### src/rtl/tick_gen.sv
// -----------------------------------------------------------------------------
// tick_gen
//
// Programmable tick generator. A down-counter reloads from the active reload
// value R, so the block emits a one-cycle `tick` every R+1 cycles while
// running. It can run periodically or as a one-shot.
//
// New configurations arrive through a valid/ready handshake into a shadow
// register. The shadow is promoted to the active register only at a period
// boundary, or immediately while idle. A period in progress is therefore
// never shortened or stretched.
//
// Ports
//   clk          rising-edge clock
//   rst_n        asynchronous reset, active-low
//   cfg_valid    configuration offered
//   cfg_ready    shadow register free (handshake = cfg_valid && cfg_ready)
//   cfg_reload   reload value R; period = R+1 cycles
//   cfg_oneshot  1: stop after the next tick, 0: periodic
//   start        begin generating ticks (ignored while running)
//   stop         halt; overrides start
//   tick         one-cycle strobe
//   running      generator is in RUN
//   remaining    current down-counter value (0 while idle)
// -----------------------------------------------------------------------------
module tick_gen #(
  parameter int WIDTH = 16
) (
  input  logic             clk,
  input  logic             rst_n,
  input  logic             cfg_valid,
  output logic             cfg_ready,
  input  logic [WIDTH-1:0] cfg_reload,
  input  logic             cfg_oneshot,
  input  logic             start,
  input  logic             stop,
  output logic             tick,
  output logic             running,
  output logic [WIDTH-1:0] remaining
);

  typedef enum logic {
    IDLE = 1'b0,
    RUN  = 1'b1
  } state_t;

  state_t           state;
  logic [WIDTH-1:0] cnt;
  logic [WIDTH-1:0] r_act;
  logic             os_act;
  logic [WIDTH-1:0] r_shd;
  logic             os_shd;
  logic             pend;

  logic             cfg_hs;
  logic             cnt_zero;

  assign cfg_ready = !pend;
  assign cfg_hs    = cfg_valid && !pend;
  assign cnt_zero  = (cnt == '0);

  // The counter is forced to 0 whenever the generator leaves RUN, so the
  // counter can drive `remaining` directly.
  assign tick      = (state == RUN) && cnt_zero;
  assign running   = (state == RUN);
  assign remaining = cnt;

  always_ff @(posedge clk or negedge rst_n) begin
    if (!rst_n) begin
      state  <= IDLE;
      cnt    <= '0;
      r_act  <= '0;
      os_act <= 1'b0;
      r_shd  <= '0;
      os_shd <= 1'b0;
      pend   <= 1'b0;
    end else begin
      // Capture into the shadow first. A handshake can only occur with
      // pend low, so it never collides with a shadow promotion below. The
      // start-bypass path overrides pend again when it consumes the offer.
      if (cfg_hs) begin
        r_shd  <= cfg_reload;
        os_shd <= cfg_oneshot;
        pend   <= 1'b1;
      end

      case (state)
        IDLE: begin
          if (start && !stop) begin
            state <= RUN;
            if (cfg_hs) begin
              // Bypass: the configuration offered this cycle is used at once.
              r_act  <= cfg_reload;
              os_act <= cfg_oneshot;
              cnt    <= cfg_reload;
              pend   <= 1'b0;
            end else if (pend) begin
              r_act  <= r_shd;
              os_act <= os_shd;
              cnt    <= r_shd;
              pend   <= 1'b0;
            end else begin
              cnt    <= r_act;
            end
          end else if (pend) begin
            // While idle, nothing is in progress, so promote immediately.
            r_act  <= r_shd;
            os_act <= os_shd;
            pend   <= 1'b0;
          end
        end

        RUN: begin
          if (cnt_zero) begin
            // Period boundary: promote a pending shadow, then reload with
            // the active value that is now in force.
            if (pend) begin
              r_act  <= r_shd;
              os_act <= os_shd;
              cnt    <= r_shd;
              pend   <= 1'b0;
            end else begin
              cnt    <= r_act;
            end
            // os_act still holds the mode of the period that just ended.
            if (os_act || stop) begin
              state <= IDLE;
              cnt   <= '0;
            end
          end else if (stop) begin
            state <= IDLE;
            cnt   <= '0;
          end else begin
            cnt <= cnt - 1'b1;
          end
        end

        default: begin
          state <= IDLE;
          cnt   <= '0;
        end
      endcase
    end
  end

endmodule
### config.mk
export PLATFORM = sky130hd
export DESIGN_NAME = tick_gen
export DESIGN_NICKNAME = d
export VERILOG_FILES = /design/src/rtl/tick_gen.sv
export SDC_FILE = /design/constraint.sdc
export NUM_CORES = 1
export LEC_CHECK = 0
export ABC_AREA = 1
export BUFFER_PORTS_ARGS = -buffer_cell sky130_fd_sc_hd__buf_2
export CORE_ASPECT_RATIO = 0.8
export CORE_MARGIN = 8
export CORE_UTILIZATION = 59
export CTS_BUF_LIST = sky130_fd_sc_hd__clkbuf_4 sky130_fd_sc_hd__clkbuf_8 sky130_fd_sc_hd__clkbuf_16
export DETAILED_ROUTE_END_ITERATION = 10
export PLACE_DENSITY = 0.81
export SLEW_MARGIN = 20
export SYNTH_ARGS = -nofsm -noshare
export SYNTH_HDL_FRONTEND = slang
export SYNTH_SLANG_ARGS = --single-unit
export TNS_END_PERCENT = 30
### constraint.sdc
create_clock -name clk -period 1.8 [get_ports clk]
set_clock_uncertainty 0.05 [all_clocks]
set_input_delay 0.45 -clock clk [delete_from_list [all_inputs] [get_ports clk]]
set_output_delay 0.45 -clock clk [all_outputs]
set_load 0.02 [all_outputs]
Yosys cells after proc, flatten, opt, wreduce, memory -nomap -nowiden:

Index checks and enable logic that the tools add are counted.

* flip-flop bits (word level): 52
* input bits: 22

* add/sub/neg operators: 1
* equality and inequality tests: 2
* muxes and demuxes: 26
* bitwise logic cells: 1
* reductions and logical operators: 7

Operator list (count)
* $mux 16: 8
* $pmux 16 s2: 2
* $logic_not 16->1: 1
* $sub 16x1->16 const B: 1
* $mux 1: 13
* $pmux 1 s2: 3
* $logic_and 1x1->1: 3
* $logic_not 1->1: 2
* $ne 2x1->1 const B: 1
* $ne 2x2->1 const B: 1
* $logic_or 1x1->1: 1
* $not 1->1: 1

Depth between registers and ports, before layout:

* word-level depth: 7
* gate-level depth with buffers: 10

Worst setup path after synthesis:

OpenSTA, ideal clock, no wires.

* path kind: reg2out
* start point: reg cnt[0] (netlist: remaining[0])
* end point: out tick
* arrival time: 1.372 ns
* path slack: -0.072 ns
* stages on the path, launching flop included: 7
* path buffers: 0
* cells stage by stage: dfrtp_1 inv_1 ha_1 nand2_1 nor2_8 nand2_8 nor2_4

* longest elaborated chain between the ends: 2

RTL lines
* from (decl): line 48 `logic [WIDTH-1:0] cnt;`
* from (signal assigned): line 95 `cnt <= cfg_reload;`
* from (signal assigned): line 100 `cnt <= r_shd;`
* from (signal assigned): line 103 `cnt <= r_act;`
* $logic_not 16->1: line 60 `assign cnt_zero = (cnt == '0);`
* $logic_and 1x1->1: line 64 `assign tick = (state == RUN) && cnt_zero;`
* to (decl): line 37 `output logic tick,`

No other way between the ends.

Worst setup path in the final report:

* start point: reg cnt[1] (netlist: remaining[1])
* end point: out tick

The elaborated chain is that of the path after synthesis.

==> metrics.txt <==
Logic pwr share approximately 61%; sequential share of power 28.5%; Yosys cell types 34; fin crit share 110%; CTS Buffer Depth 2; Synth Register Bits between 50 and 60; Final Power around 0.007 W; r2r setup slk -20 ps; failing checks negative setup slack; Final WS setup -177 ps; multi-input logic area between 1500 and 2000 sq um; Synth Instances 506; Routed Antenna Nets 0; Synth Area per Inst 6.68 sq um; f_max 0.506 GHz; I/O Buffers 40; Post-Route WL ~10000 um; I/O pin cnt 41; dpl hpwl approximately 7000 um; CORE AREA 5500 sq um; first-pass GRT wire length 16300 um; post-DR wirelength/cell 15.2 um; Starting Density 61.5%; Max-slew headroom between 60 and 70%; CP endpoint kind primary output; Max VDD drop between 0.0008 and 0.0009 V; row count 24; non-filler cells, final 655; Pre-Repair DR Iteration Count 6; outcome complete, but fails checks; top cell type's share of synthesized area around two fifths; P_int 0.00362 W; Final Hold Fails 0; CTS clk-pin slew, worst paths 100 ps; Max Slew Vio Count 0; # fillers 439; worst endpoint data arrival time 1480 ps; Placed Area 3880 sq um; grt ovf 0; initial antenna violation count 0; Via density around 5.6; register area 1300 sq um; pre-CTS setup slack -43.1 ps; Die W roughly 100 um; clock share of power a little over a tenth; vias 3637; RSZ-0062 raised after global routing true; GR Util All Layers 24.0%; sequential area share after synthesis 38.5%; final setup violation count 3; Mapped Nets 530; Cells after DPL 643; Die ar. about 8400 sq um; vias in the first global route about 3500; clock root cell clkbuf_8; setup TNS -200 ps; yosys warns 0; die span in y 83.7 um; Power Density 1770 nW/um^2; cell area after layout 4090 sq um; DRC viols 0; Setup CP Type reg -> out; Hold Crit Class in -> async; share of cells above drive strength 1 between 20 and 25%; first-iteration detailed-routing DRC count 258; placer congestion estimate 0.915; CTS tree built; largest net degree at the start of global routing 32; post-layout min period 1980 ps; Leak 2.21 nW; startpoint types register; CTS H-tree depth 2; post-synth top area cell dfrtp_1; Required @ worst endpoint about 1300 ps; Antenna diodes 0; clk sinks 52; P_sw around 0.0036 W; CP max FO 2; max cap viols 0; Layout Nets 601; worst skew pair latency 320 ps; Num CTS Buffers 5; Worst-Margin Slew 500 ps; Mapped Area 3380 sq um; switching part of the total power 49.8%; top cells by area, synth dfrtp_1, nand2_1, nand3_1; area delta synth->final 21.0%
## power groups by stage
stage / combinational, W / sequential, W / clock (W)
2_1_floorplan: 0.00249 / 0.00232 / 0
3_3_place_gp: 0.00399 / 0.00202 / 0
3_5_place_dp: 0.00411 / 0.00205 / 0
4_1_cts: 0.00422 / 0.00203 / 0.000746
5_1_grt: 0.00489 / 0.00210 / 0.000802
6_report: 0.00441 / 0.00206 / 0.000750
## cells in the mapped netlist
library cell / count
o211ai_2: 2
buf_6: 1
o211ai_1: 2
dfrtp_1: 52
nor2_8: 2
and2_1: 2
nand4_1: 10
o21ai_0: 27
inv_1: 44
xor2_1: 3
nand3b_1: 1
o22ai_1: 2
nor2_2: 3
buf_4: 3
buf_1: 1
a21oi_2: 1
ha_1: 2
a21oi_1: 12
nor2_1: 54
nand2_4: 1
or3_1: 1
nand2_2: 5
clkinv_1: 1
nand2_1: 203
o21ai_4: 1
nor2_4: 3
clkbuf_1: 2
nand3_1: 46
buf_2: 10
or2_2: 1
inv_2: 5
nand2_8: 1
a22oi_1: 1
nand3_4: 1
## timing repair
item / in CTS / in global routing
cloned: 0 / 1
gates resized for setup: 8 / 10
buffers inserted: 4 / 0
endpoints found under the setup margin: 4 / 22
pin swaps: 5 / 6
hold buffers: 0 / 0
## state kept, by name, indices dropped and copies added (netlist names)
signal	flops
r_act	16
r_shd	16
remaining	16
os_act	1
os_shd	1
pend	1
running	1
## placed cells by master (no fill, tap or decap), types with 3 or more instances in the layout
master and n:
nand2_2 6, nand2_1 201, buf_2 39, nand3_1 45, o21ai_0 27, nor2_2 7, inv_2 7, xor2_1 3
inv_1 42, dfrtp_1 50, buf_4 37, nor2_1 49, nand4_1 10, nor2_4 4, clkbuf_8 7, a21oi_1 12
## final timing paths
kind	startpoint	end	cells after the start
worst max-delay path	remaining[1]	tick	7
worst min-delay path	rst_n	r_act[8]	1
worst max register to register	remaining[1]	r_act[3]	11
worst min register to register	r_shd[4]	r_shd[4]	2
max in group asynchronous	rst_n	r_shd[7]	2
min in group clk	cfg_oneshot	os_shd	3
## logic make-up (layout without fill, tap and decap cells)
kind of cell	Yosys count	after routing	share of synthesized area, %
AO/OA/AOI/OAI	48	49	8.30
flip-flops	52	52	38.5
XOR/XNOR	3	3	0.778
adder cells (fa/ha/maj)	2	2	0.741
buffers and inverters	67	137	8.37
AND/OR/NAND/NOR	334	334	43.3
## metal layers
metal | track usage (%) | wire, um | part of all wire [%]
met1 | 28.6 | 4090 | 41
met2 | 40.0 | 4860 | 49
met3 | 5.00 | 687 | 6.9
met4 | 11.6 | 325 | 3.3
met5 | 0 | 0 | 0
## stage by stage
stage	utilization (%)	hold slack (ps)
2_1_floorplan	-	104
3_5_place_dp	70.6	394
4_1_cts	73.5	58.4
6_report	74.4	38.8
5_1_grt	74.4	65.2
3_3_place_gp	70.6	393
## final cells by class
class	instances	area share (%)
clock buffer	7	2.36
inverter	50	4.59
tap	78	2.39
sequential	52	31.9
multi-input combinational	388	45.7
timing repair buffer	80	13.1
## critical path, cell delays in order (launching register included)
cell and delay, ps:
dfrtp_2 420, inv_2 100, ha_4 160, nand2_4 70
nor2_8 120, nand2_8 70, nor2_4 100, buf_6 130
Power figures use the tool's default switching activity.
